`config.mk`:
```
export PLATFORM = sky130hd
export DESIGN_NAME = pwm_capture
export DESIGN_NICKNAME = d
export VERILOG_FILES = /design/src/rtl/pwm_capture.sv
export SDC_FILE = /design/constraint.sdc
export NUM_CORES = 1
export LEC_CHECK = 0
export ABC_CLOCK_PERIOD_IN_PS = 2900
export BUFFER_PORTS_ARGS = -buffer_cell sky130_fd_sc_hd__buf_2
export CORE_ASPECT_RATIO = 1.1
export CORE_MARGIN = 3
export CORE_UTILIZATION = 60
export CTS_CLUSTER_SIZE = 8
export DETAILED_ROUTE_END_ITERATION = 8
export PLACE_DENSITY = 0.84
export SYNTH_ARGS = -nofsm -noshare
export SYNTH_HDL_FRONTEND = slang
export SYNTH_SLANG_ARGS = --single-unit
```
`constraint.sdc`:
```
create_clock -name clk -period 2.9 [get_ports clk]
set_input_delay 0.145 -clock clk [delete_from_list [all_inputs] [get_ports clk]]
set_output_delay 0.145 -clock clk [all_outputs]
set_load 0.005 [all_outputs]
```
`src/rtl/pwm_capture.sv`:
```
// PWM input capture: measures period (rise to rise) and active time (rise to fall)
// of an asynchronous input in clk cycles, with a valid/ack result handshake.
module pwm_capture #(
  parameter int CNT_W       = 16,
  parameter int SYNC_STAGES = 2
) (
  input  logic             clk,
  input  logic             rst_n,
  input  logic             cap_en,
  input  logic             pol,
  input  logic [CNT_W-1:0] timeout,
  input  logic             pwm_in,
  output logic [CNT_W-1:0] meas_period,
  output logic [CNT_W-1:0] meas_high,
  output logic             meas_valid,
  input  logic             meas_ack,
  output logic             meas_overrun,
  output logic             meas_timeout,
  output logic             busy
);

  typedef enum logic [1:0] {
    IDLE = 2'd0,
    ARM  = 2'd1,
    HIGH = 2'd2,
    LOW  = 2'd3
  } state_t;

  localparam logic [CNT_W-1:0] CNT_ONE = CNT_W'(1);

  state_t                 state_reg;
  logic [SYNC_STAGES-1:0] sync_reg;
  logic                   prev_reg;
  logic [CNT_W-1:0]       cnt_reg;
  logic [CNT_W-1:0]       high_tmp_reg;

  logic                   s;
  logic                   rise;
  logic                   fall;
  logic [CNT_W-1:0]       cnt_inc;
  logic                   to_hit;
  logic                   load;

  // Synchronizer chain: stage 0 samples the pin, each later stage samples the one before.
  genvar gi;
  generate
    for (gi = 0; gi < SYNC_STAGES; gi++) begin : g_sync
      if (gi == 0) begin : g_first
        always_ff @(posedge clk or negedge rst_n) begin
          if (!rst_n) sync_reg[gi] <= 1'b0;
          else        sync_reg[gi] <= pwm_in;
        end
      end else begin : g_next
        always_ff @(posedge clk or negedge rst_n) begin
          if (!rst_n) sync_reg[gi] <= 1'b0;
          else        sync_reg[gi] <= sync_reg[gi-1];
        end
      end
    end
  endgenerate

  assign s    = sync_reg[SYNC_STAGES-1] ^ pol;
  assign rise = s & ~prev_reg;
  assign fall = ~s & prev_reg;

  always_ff @(posedge clk or negedge rst_n) begin
    if (!rst_n) prev_reg <= 1'b0;
    else        prev_reg <= s;
  end

  always_comb begin
    cnt_inc = (&cnt_reg) ? cnt_reg : cnt_reg + CNT_ONE;
    to_hit  = (timeout != '0) && (cnt_reg == timeout) && !rise && !fall;
    load    = cap_en && (state_reg == LOW) && rise;
  end

  // Measurement FSM; a timeout abort returns to ARM so the next clean rise restarts.
  always_ff @(posedge clk or negedge rst_n) begin
    if (!rst_n) begin
      state_reg    <= IDLE;
      cnt_reg      <= '0;
      high_tmp_reg <= '0;
      meas_timeout <= 1'b0;
    end else if (!cap_en) begin
      state_reg    <= IDLE;
      cnt_reg      <= '0;
      meas_timeout <= 1'b0;
    end else begin
      case (state_reg)
        IDLE: begin
          state_reg <= ARM;
          cnt_reg   <= '0;
        end
        ARM: begin
          if (rise) begin
            state_reg <= HIGH;
            cnt_reg   <= CNT_ONE;
          end else begin
            cnt_reg <= '0;
          end
        end
        HIGH: begin
          if (fall) begin
            high_tmp_reg <= cnt_reg;
            state_reg    <= LOW;
            cnt_reg      <= cnt_inc;
          end else if (to_hit) begin
            state_reg    <= ARM;
            cnt_reg      <= '0;
            meas_timeout <= 1'b1;
          end else if (rise) begin
            cnt_reg <= CNT_ONE;
          end else begin
            cnt_reg <= cnt_inc;
          end
        end
        LOW: begin
          if (rise) begin
            state_reg <= HIGH;
            cnt_reg   <= CNT_ONE;
          end else if (to_hit) begin
            state_reg    <= ARM;
            cnt_reg      <= '0;
            meas_timeout <= 1'b1;
          end else begin
            cnt_reg <= cnt_inc;
          end
        end
        default: begin
          state_reg <= IDLE;
          cnt_reg   <= '0;
        end
      endcase
    end
  end

  // Result handshake: a load always wins over a simultaneous ack.
  always_ff @(posedge clk or negedge rst_n) begin
    if (!rst_n) begin
      meas_period  <= '0;
      meas_high    <= '0;
      meas_valid   <= 1'b0;
      meas_overrun <= 1'b0;
    end else if (load) begin
      meas_period <= cnt_reg;
      meas_high   <= high_tmp_reg;
      meas_valid  <= 1'b1;
      if (meas_valid && !meas_ack) meas_overrun <= 1'b1;
    end else if (meas_ack && meas_valid) begin
      meas_valid   <= 1'b0;
      meas_overrun <= 1'b0;
    end
  end

  assign busy = (state_reg != IDLE);

endmodule

```
Word-level counts from Yosys, hierarchy flattened
Index checks and enable logic that the tools add are counted.
W data, S select, Z words.
- register bits: 72
- output and inout bits: 36
- logic and storage cells: 68
- $add $sub $neg: 1
- eq/ne operators: 9
- muxes and demuxes: 24
- bitwise operators: 5
- reductions and logical operators: 18
- operators by type and width (cell ; count):
    $mux W16 ; 7
    $pmux W16 S4 ; 1
    $add A16 B1 Y16 const B ; 1
    $eq A16 B16 Y1 ; 1
    $reduce_and A16 Y1 ; 1
    $reduce_bool A16 Y1 ; 1
    $mux W2 ; 5
    $mux W1 ; 9
    $ne A3 B3 Y1 const B ; 3
    $pmux W2 S4 ; 1
    $logic_and A1 B1 Y1 ; 7
    $reduce_and A3 Y1 ; 2
    $eq A2 B2 Y1 const B ; 2
    $reduce_bool A2 Y1 ; 2
    $logic_not A1 Y1 ; 3
    $ne A3 B1 Y1 const B ; 1
    $and A1 B1 Y1 ; 2
    $eq A2 B1 Y1 const B ; 1
    $logic_not A2 Y1 ; 1
    $ne A2 B1 Y1 const B ; 1
    $not A1 Y1 ; 2
    $pmux W1 S2 ; 1
    $reduce_and A2 Y1 ; 1
    $xor A1 B1 Y1 ; 1

Longest topological paths before layout
- depth after elaboration: 9
- gate-level depth with buffers: 7
- mapped depth without buffers: 6

Worst setup path after synthesis
No wires, ideal clock.
- kind: reg-to-reg
- from: reg cnt_reg[1]
- to: reg cnt_reg[3]
- arrival: 1786 ps
- setup slack: 993 ps
- cell stages (with the launch flop): 7
- path through: dfrtp_1 ha_1 nand4_1 or4_1 nand4_1 xor2_1 nor3_1
- longest elaborated chain between the ends: 8
- ends and longest elaborated chain (item ; line ; RTL):
    from (decl) ; 34 ; logic [CNT_W-1:0] cnt_reg;
    from (signal assigned) ; 106 ; cnt_reg <= cnt_inc;
    from (signal assigned) ; 114 ; cnt_reg <= cnt_inc;
    from (signal assigned) ; 126 ; cnt_reg <= cnt_inc;
    branches (longest 6 deep; another with $add A16 B1 Y16) ; -- ;
    $pmux W16 S4 * ; 89 ; case (state_reg)
    $mux W16 * ; 84 ; end else if (!cap_en) begin
Every way passes the cells marked *.
A chain may end at the register's enable or synchronous reset.

Worst setup path after layout
- from: reg cnt_reg[0]
- to: reg cnt_reg[3]
Same word-level chain as after synthesis.

==> metrics.csv <==
stage,metric,value,unit
outcome,outcome,"finished, violations left",
outcome,failing checks,hold timing,
flow_run,max-cap violations,0,
global_routing,Tot GR Track Use,0.234,
pwr,Flop pwr share,0.515,
timing,fin crit share,0.775,
worst_setup_path,CP required,3.10,ns
pwr,Cell Pwr Density,506,nW/µm²
pwr,Clk pwr share,0.436,
pwr,Max IR drop VDD,380,µV
layout,Nets,345,
worst_setup_path,CP Max Fanout,8,
pwr,leakage power,1.96,nW
cts,CTS Buf Count,9,
timing,Pins Over Slew Limit,0,
min_path,hold crit path type,in -> async,
timing,Hold Slack,-0.0194,ns
route,drt pass-1 iters,4,
global_routing,first-pass GRT wire length,11.8,mm
worst_setup_path,Critical path origin,cnt_reg[0],
worst_setup_path,worst reg2reg startpoint,cnt_reg[0],
timing,final setup violation count,0,
die,die area,6540,µm²
synthesis,post-synthesis instance total,262,
die,Die Y,84.5,µm
cts,CTS tree,built,
cts,clk slew on worst S/H paths,0.08,ns
cts,CTS resizes,0,
synthesis,sequential fraction of the synthesis area,0.536,
worst_setup_path,R2R setup slack,0.65,ns
placement,Final HPWL DP,4.72,mm
die,IO Pins,58,
cts,Clock Latency Late Sink,0.34,ns
synthesis,post-synthesis average cell area,12.8,µm²
layout,# diodes,0,
placement,placed insts,381,
route,routed len/inst,17.5,µm
cts,hold bufs inserted after CTS,2,
pwr,logic gate share of total power,0.049,
route,Routed Antenna Nets,0,
pwr,Tot Pwr,1.99,mW
timing,Final Hold Viols,4,
route,DR iter-0 viols,117,
cts,Max clock buf depth,2,
layout,fin area,3940,µm²
pwr,cell-internal power,1.56,mW
timing,RSZ-0062 raised after global routing,no,
die,# rows,27,
placement,Post-Place Cell Area,3700,µm²
cts,clk sink count,72,
timing,post-route setup TNS,0,ns
route,DRC,0,
worst_setup_path,WS Path Type,reg -> reg,
timing,Peak Freq,445,MHz
global_routing,largest net degree at the start of global routing,73,
global_routing,aggregate global routing overflow,0,
timing,final worst path period need,2.25,ns
synthesis,Netlist cell types,41,
pwr,Psw,0.436,mW
cts,Post-CTS Setup Bufs,0,
die,Initial Util,0.646,
timing,Worst slew margin,0.419,
die,core area,5200,µm²
timing,worst-margin pin slew,0.871,ns
route,Via density,5.78,
route,DR vias,2300,
worst_setup_path,cells on worst reg2reg path,6,
placement,gpl congestion,0.869,
layout,Layout area overhead,17.1,%
worst_setup_path,CP Launch Type,register,
layout,"Core Util, Final",0.757,
global_routing,initial antenna violation count,0,
route,drt total wl,6.96,mm
cts,Root Buffer,clkbuf_8,
synthesis,Post-Syn Nets,285,
worst_setup_path,CP arrival,2.45,ns
worst_setup_path,FF-to-FF End,cnt_reg[3],
cts,H-tree depth,3,
layout,final cell count without fillers,398,
die,Die Wd,77.4,µm
placement,Port Buffer Count,57,
pwr,Net Sw Frac,0.219,
synthesis,Synth Cell Area,3360,µm²
timing,Setup Skew,0.00929,ns
synthesis,"flops & latches, synth",72,
layout,fraction of layout cells with a size suffix above 1,0.429,
synthesis,Synth warnings,0,
worst_setup_path,CP Capture Type,register,
global_routing,vias in the first global route,2427,
layout by cell type, fill, tap and decap left out, types with 4 or more instances in the layout:
cell type / count
xor2_1: 19
clkbuf_8: 10
buf_2: 57
o21ai_1: 4
nand3_1: 6
mux2_2: 47
dfrtp_1: 72
nor3_1: 15
nor2_1: 5
buf_4: 6
nand2_1: 13
mux2i_1: 5
nand4_1: 6
nor4_1: 9
xnor2_1: 7
worst max-delay path, cell delays in order (launching register included):
cell and delay (ns):
dfrtp_1 0.53, ha_1 0.35, nand4_1 0.25, or4_1 0.61, nand4_1 0.15, xor2_1 0.16, nor3_1 0.06
power groups by stage:
stage	clock network, mW	registers [mW]	logic [mW]
6_report	0.870	1.03	0.0967
3_3_place_gp	0	1.04	0.0937
3_5_place_dp	0	1.05	0.0955
4_1_cts	0.890	1.03	0.0982
5_1_grt	0.941	1.03	0.108
2_1_floorplan	0	1.04	0.0505
area by class of cell:
cell class	instances	area (µm²)
flip-flops and latches	72	1800
multi-input cells	171	1470
fillers	370	1260
repair buffers	65	350
clock buffers	11	141
well taps	72	90.1
clock inverters	4	77.6
inverters	3	11.3
synth_stat cells, drive strengths merged:
cell | instances | area share
nand2 | 13 | 0.015
mux2i | 5 | 0.015
or2 | 2 | 0.0037
xnor2 | 8 | 0.023
nor2 | 5 | 0.0056
o31ai | 1 | 0.0063
nand2b | 1 | 0.0019
mux2 | 49 | 0.17
a41oi | 1 | 0.0026
buf | 13 | 0.022
or4 | 2 | 0.0045
dfrtp | 72 | 0.54
clkbuf | 3 | 0.0033
nor4 | 14 | 0.041
nand4b | 2 | 0.0052
and4 | 1 | 0.0026
inv | 3 | 0.0033
o21ai | 6 | 0.0089
nor3 | 19 | 0.036
a22o | 1 | 0.0026
nand3 | 8 | 0.015
nand4 | 7 | 0.017
a21oi | 1 | 0.0015
and2 | 1 | 0.0019
ha | 1 | 0.0037
a211oi | 2 | 0.0045
xor2 | 19 | 0.049
o21bai | 1 | 0.0022
a21o | 1 | 0.0022
cells by family (layout without fill, tap and decap cells):
kind of cell,count (synthesis),after routing,share of synthesized area
xor gates and xnor gates,27,27,0.0725
DFF,72,72,0.536
and+or+nand+nor,75,75,0.149
buffers and inverters,19,83,0.0283
AOI/OAI and AO/OA,14,14,0.0309
adders and majority gates,1,1,0.00372
muxes,54,54,0.180
how the worst max path moves through the flow:
stage	to	slack (ns)
floorplan	cnt_reg[3]	0.99
global placement	cnt_reg[3]	0.75
detailed placement	cnt_reg[3]	0.70
CTS	cnt_reg[3]	0.67
global route	cnt_reg[8]	0.50
finish	cnt_reg[3]	0.65
per-stage QoR:
step           setup slack, ns  hold WS [ns]
2_1_floorplan            0.993        -0.151
3_3_place_gp             0.746         0.266
3_5_place_dp             0.695         0.268
4_1_cts                  0.667        0.0235
5_1_grt                  0.499        0.0563
6_report                 0.652       -0.0194
routing by layer:
layer / vias to the layer above / GRT usage / wire length, µm
met5: - / 0 / 0
met4: 0 / 0.123 / 136
met3: 13 / 0.0472 / 310
met2: 65 / 0.390 / 3630
met1: 1163 / 0.287 / 2880
li1: 1059 / - / -
No activity file was read; power rests on OpenSTA's default activity.
